===== src/rtl/uart_tx_arbiter_if.sv =====
// ============================================================================
// Module   : uart_tx_arbiter_if
// Brief    : Requester byte streams and UART TX byte channel bundle.
// Revision : 1.0 - initial release
// ============================================================================
`default_nettype none

interface uart_tx_arbiter_if #(
   parameter int NUM_REQ = 2
);
   logic [NUM_REQ-1:0]   req_valid;
   logic [8*NUM_REQ-1:0] req_data;
   logic [NUM_REQ-1:0]   req_last;
   logic [NUM_REQ-1:0]   req_ready;
   logic                 tx_valid;
   logic [7:0]           tx_data;
   logic                 tx_ready;

   // master: requesters plus the UART transmitter; slave: the arbiter
   modport master (
      output req_valid, req_data, req_last, tx_ready,
      input  req_ready, tx_valid, tx_data
   );

   modport slave (
      input  req_valid, req_data, req_last, tx_ready,
      output req_ready, tx_valid, tx_data
   );
endinterface

`default_nettype wire


===== src/rtl/uart_tx_arbiter.sv =====
// ============================================================================
// Module   : uart_tx_arbiter
// Brief    : Packet-locked round-robin arbiter sharing one UART TX byte channel.
// Revision : 1.0 - initial release
// ============================================================================
`default_nettype none

module uart_tx_arbiter #(
   parameter int NUM_REQ   = 2,
   parameter int MAX_BURST = 64
) (
   input  logic                ifclk,
   input  logic                reset,
   input  logic                en,
   uart_tx_arbiter_if.slave    bus,
   output logic [NUM_REQ-1:0]  grant,
   output logic                busy,
   output logic                burst_abort
);

   localparam int IDX_W = (NUM_REQ > 1) ? $clog2(NUM_REQ) : 1;

   typedef enum logic [0:0] {
      ST_IDLE = 1'b0,
      ST_XFER = 1'b1
   } state_t;

   state_t             state_q;
   logic [NUM_REQ-1:0] grant_q;
   logic [IDX_W-1:0]   gidx_q;
   logic [IDX_W-1:0]   last_ptr_q;
   logic               busy_q;
   logic               abort_q;
   logic [7:0]         byte_cnt_q;
   logic [7:0]         byte_cnt_d;

   logic               sel_found;
   logic [IDX_W-1:0]   sel_idx;
   logic [IDX_W-1:0]   scan_idx;
   logic               in_xfer;
   logic               xfer_fire;
   logic               cur_last;

   // Scan downward so the candidate closest after last_ptr is the one kept
   always_comb begin
      sel_found = 1'b0;
      sel_idx   = '0;
      scan_idx  = '0;
      for (int k = NUM_REQ; k >= 1; k--) begin
         scan_idx = IDX_W'((int'(last_ptr_q) + k) % NUM_REQ);
         if (bus.req_valid[scan_idx]) begin
            sel_found = 1'b1;
            sel_idx   = scan_idx;
         end
      end
   end

   assign in_xfer    = (state_q == ST_XFER);
   assign xfer_fire  = in_xfer & bus.req_valid[gidx_q] & bus.tx_ready;
   assign cur_last   = bus.req_last[gidx_q];
   assign byte_cnt_d = byte_cnt_q + 8'd1;

   assign bus.tx_valid  = in_xfer & bus.req_valid[gidx_q];
   assign bus.tx_data   = in_xfer ? bus.req_data[{gidx_q, 3'b000} +: 8] : 8'h00;
   assign bus.req_ready = grant_q & {NUM_REQ{bus.tx_ready}};

   assign grant       = grant_q;
   assign busy        = busy_q;
   assign burst_abort = abort_q;

   always_ff @(posedge ifclk) begin
      if (reset) begin
         state_q    <= ST_IDLE;
         grant_q    <= '0;
         gidx_q     <= '0;
         busy_q     <= 1'b0;
         abort_q    <= 1'b0;
         byte_cnt_q <= '0;
         last_ptr_q <= IDX_W'(NUM_REQ - 1);
      end else begin
         abort_q <= 1'b0;
         case (state_q)
            ST_IDLE: begin
               if (en && sel_found) begin
                  state_q    <= ST_XFER;
                  grant_q    <= NUM_REQ'(1) << sel_idx;
                  gidx_q     <= sel_idx;
                  busy_q     <= 1'b1;
                  byte_cnt_q <= '0;
               end
            end
            ST_XFER: begin
               if (xfer_fire) begin
                  byte_cnt_q <= byte_cnt_d;
                  // A watchdog release looks exactly like a packet end, plus the abort pulse
                  if (cur_last || (byte_cnt_d == 8'(MAX_BURST))) begin
                     state_q    <= ST_IDLE;
                     grant_q    <= '0;
                     busy_q     <= 1'b0;
                     last_ptr_q <= gidx_q;
                     abort_q    <= ~cur_last;
                  end
               end
            end
            default: state_q <= ST_IDLE;
         endcase
      end
   end

endmodule

`default_nettype wire

===== src/flat_wrapper.sv =====
// flat-port wrapper written by rule: the top's interface ports become plain ports
module uart_tx_arbiter_flat 
#(
   parameter int NUM_REQ   = 2,
   parameter int MAX_BURST = 64
)
  (ifclk, reset, en, grant, busy, burst_abort, bus_req_valid, bus_req_data, bus_req_last, bus_tx_ready, bus_req_ready, bus_tx_valid, bus_tx_data);
  uart_tx_arbiter_if #(.NUM_REQ(NUM_REQ)) bus_i ();
  input  logic ifclk;
  input  logic reset;
  input  logic en;
  output logic [NUM_REQ-1:0] grant;
  output logic busy;
  output logic burst_abort;
  input wire logic [$bits(bus_i.req_valid)-1:0] bus_req_valid;
  input wire logic [$bits(bus_i.req_data)-1:0] bus_req_data;
  input wire logic [$bits(bus_i.req_last)-1:0] bus_req_last;
  input wire logic [$bits(bus_i.tx_ready)-1:0] bus_tx_ready;
  output wire logic [$bits(bus_i.req_ready)-1:0] bus_req_ready;
  output wire logic [$bits(bus_i.tx_valid)-1:0] bus_tx_valid;
  output wire logic [$bits(bus_i.tx_data)-1:0] bus_tx_data;
  assign bus_i.req_valid = bus_req_valid;
  assign bus_i.req_data = bus_req_data;
  assign bus_i.req_last = bus_req_last;
  assign bus_i.tx_ready = bus_tx_ready;
  assign bus_req_ready = bus_i.req_ready;
  assign bus_tx_valid = bus_i.tx_valid;
  assign bus_tx_data = bus_i.tx_data;
  uart_tx_arbiter #(.NUM_REQ(NUM_REQ), .MAX_BURST(MAX_BURST)) u_core (.ifclk(ifclk), .reset(reset), .en(en), .bus(bus_i), .grant(grant), .busy(busy), .burst_abort(burst_abort));
endmodule

===== config.mk =====
export PLATFORM = sky130hd
export DESIGN_NAME = uart_tx_arbiter_flat
export DESIGN_NICKNAME = d
export VERILOG_FILES = /design/src/rtl/uart_tx_arbiter_if.sv /design/src/rtl/uart_tx_arbiter.sv /design/src/flat_wrapper.sv
export SDC_FILE = /design/constraint.sdc
export NUM_CORES = 1
export LEC_CHECK = 0
export CORE_ASPECT_RATIO = 0.5
export CORE_MARGIN = 2
export CORE_UTILIZATION = 38
export DETAILED_ROUTE_END_ITERATION = 8
export PLACE_DENSITY = 0.74
export SLEW_MARGIN = 0
export SYNTH_ARGS = -nofsm -noshare
export SYNTH_HDL_FRONTEND = slang
export SYNTH_SLANG_ARGS = --single-unit

===== constraint.sdc =====
create_clock -name ifclk -period 1.8 [get_ports ifclk]
set_input_delay 0.27 -clock ifclk [delete_from_list [all_inputs] [get_ports ifclk]]
set_output_delay 0.27 -clock ifclk [all_outputs]
set_load 0.03 [all_outputs]

==> results.md <==
* Remaining DRCs at 0
* Grt ovf at 0
* Drt first pass iters at 4
* Seq cells post-synth at 15
* Power, Total at between 0.0008 and 0.0009 W
* Hold_sp: u_core.byte_cnt_q[7]$_SDFFE_PP0P_
* Clock Latency Late Sink at approximately 0.26 ns
* First-pass GRT wire length at ~4.4 mm
* Fill cell count at 205
* Final min period at 1.75 ns
* CTS clk-pin slew, worst paths at roughly 0.060 ns
* Area share of the largest cell type after synthesis at 30.5%
* Slew Viols, Final at 0
* Commonest non-fill, non-tap cells in the layout: buf_4, clkdlybuf4s50_1, a21oi_1, dfxtp_1
* Number of synthesis warnings at 0
* Routed wire length per instance at 13.0 µm
* Slew @ Worst Pin at around 0.38 ns
* Pwr dens at 560 mW/mm²
* Status: complete, no violations
* GRT Total Usage at 19.5%
* Hold Path Cell Cnt at 2
* Initial core utilization at 42.4%
* WS Path Type: flop to flop
* Clock buffer depth at 2
* CP startpoint kind: flop
* XOR/XNOR Fraction of Synth Area at 0%
* Count of cell types in the netlist at 35
* Setup ws final at 0.0496 ns
* Post-Synth Adder-Cell Area at approximately 1.3%
* Top FF cell, synth: dfxtp_1
* Area contributors post-synth: dfxtp_1, mux2i_1, nor2b_1, a21oi_1, nand3b_1
* R2R Path Start: u_core.byte_cnt_q[1]$_SDFFE_PP0P_
* Clock skew at 0.00172 ns
* Die height at approximately 40 µm
* Die area at 0.00304 mm²
* Setup WS pre-CTS at -0.259 ns
* DRT iter0 DRCs at 22
* HP Class: flop to flop
* Most common cell after layout, fill and taps aside: buf_4
* Vias per inst at 5.15
* Hold Vio Cnt, Final at 0
* Finished Core Util at 67.0%
* Final #Nets at around 200
* Async SR Flop Fraction at 0%
* R2R cell count at 5
* Share of layout cells above drive strength 1 at 27.4%
* Reg2Reg Capture Point: u_core.grant[0]$_SDFFE_PP0P_
* Multiplexer share of the synthesized area at 11.4%
* Initial antenna violation count at 0
* Gate Count Post-Synth at 120
* Placement Cell Area at 0.00150 mm²
* Slew margin rel. at 74.3%
* Reg2reg setup slack at 0.05 ns
* Post-synthesis compound-gate area fraction at 19.9%
* Mapped Nets at 145
* Max IR drop VDD at approximately 0.00023 V
* CP endpoint kind: flop
* Area grow syn2layout at 58.1%
* Leak at between 0.6 and 0.7 nW
* # H-tree levels at 1
* Vias in the first global route at 1009
* Placeable core area at 0.00233 mm²
* Cts bufs inserted at 3
* Syn Area/Cell at around 8.2 µm²
* Die Wd at 76.0 µm
* Critical path required time at 1.95 ns
* Fin crit share at 97.2%
* Routability cong. at 0.881
* Routed Antenna Nets at 0
* Worst path arrival time at 1.90 ns
* Clock sink count at 15
* Area of the mapped netlist at 986 µm²
* Simple-gate area share of the yosys netlist at about a third
* FMAX at 571 MHz
* Max_cap viols at 0
* CP Max Fanout at 5
* Final WL at around 2.7 mm
* Detailed placement HPWL at between 2 and 2.5 mm
* Clk root buf: clkbuf_8
* Design area at 0.00156 mm²
* Post-CTS setup buffer count at 0
* Synth area leader: dfxtp_1
* Site Rows at 12
* RSZ-0062 raised after global routing: true
* ANT cells at 0
* Port Buf Inserts at 38
* Hold Path End: u_core.byte_cnt_q[7]$_SDFFE_PP0P_
* # setup viols final at 0
* Post-synth EDFFs at 0
* Main combinational cell family by area after synthesis: simple AND/OR/NAND/NOR gates
* Pin count of the biggest net entering global routing at 13
* I/O pin count at 39
* Hold slack at 0.486 ns
* Via count at 1081
* CTS tree: done
* Sequential fraction of the synthesis area at 30.5%
logic make-up (layout without fill, tap and decap cells):
group                      after synthesis  after routing
adders and majority gates                1              1
muxes                                   11             11
buffers and inverters                    6             61
DFF                                     15             15
AOI/OAI and AO/OA                       29             29
and+or+nand+nor                         58             58
worst max-delay path: stages, from the launching register on:
cell      delay [ns]
dfxtp_2         0.33
a211o_1         0.29
a2111o_1        0.45
a221oi_4        0.29
nand2b_4        0.21
o21ai_1         0.07
Yosys cell counts, drive strengths merged, types with 2 or more instances:
master,count
clkbuf,5
o21ai,7
nand2b,2
mux2i,9
mux2,2
and2,5
a211o,2
nand4b,3
nor2b,10
a21oi,12
nand4,2
nand3,5
or3,2
nand2,10
and3,2
nand3b,6
nor2,8
dfxtp,15
layout make-up:
| cell class | count | area [µm²] | area share (%) |
|---|---|---|---|
| timing repair buffer | 57 | 493 | 31.6 |
| clock buffer | 3 | 41.3 | 2.65 |
| tap | 35 | 43.8 | 2.81 |
| clock inverter | 1 | 5.00 | 0.321 |
| sequential | 15 | 304 | 19.5 |
| multi-input combinational | 99 | 672 | 43.1 |
flip-flops by register name, indices dropped and copies added (netlist names):
register and flops:
u_core.byte_cnt_q 8, u_core.grant 2, u_core.burst_abort 1, u_core.busy 1
u_core.gidx_q 1, u_core.in_xfer 1, u_core.last_ptr_q 1
worst max path at each step:
stage | startpoint | end | slack, ns | cells after the start
floorplan | u_core.gidx_q$_SDFFE_PP0P_ | bus_tx_data[0] | 0.05 | 4
global placement | bus_req_valid[1] | u_core.last_ptr_q$_SDFFE_PP1P_ | -0.21 | 6
detailed placement | bus_req_valid[1] | u_core.last_ptr_q$_SDFFE_PP1P_ | -0.26 | 6
CTS | bus_req_valid[1] | u_core.last_ptr_q$_SDFFE_PP1P_ | 0.01 | 6
global route | u_core.byte_cnt_q[1]$_SDFFE_PP0P_ | u_core.last_ptr_q$_SDFFE_PP1P_ | -0.02 | 5
finish | u_core.byte_cnt_q[1]$_SDFFE_PP0P_ | u_core.grant[0]$_SDFFE_PP0P_ | 0.05 | 5
through the flow:
step	TNS, ns	cells
finish	0	210
global route	-0.0315	210
CTS	0	210
detailed placement	-1.71	206
global placement	-1.30	206
floorplan	0	120
power by group:
part / switching, W / internal, W
clock network: 0.000129 / 0.000154
logic: 0.000112 / 0.000127
registers: 0.00000914 / 0.000342
total: 0.000251 / 0.000622
per-layer routing:
layer / wire, µm / vias up / global-route usage, %
met5: 0 / - / 0
met4: 28 / 0 / 8.18
met3: 158 / 4 / 7.43
met2: 1310 / 36 / 36.4
met1: 1230 / 495 / 21.5
li1: - / 546 / -
what timing repair did:
item	4_1_cts	5_1_grt
hold buffers	0	0
endpoints found under the setup margin	2	4
resized for setup	3	6
pin swaps	1	3
(Power assumes the default switching activity.)
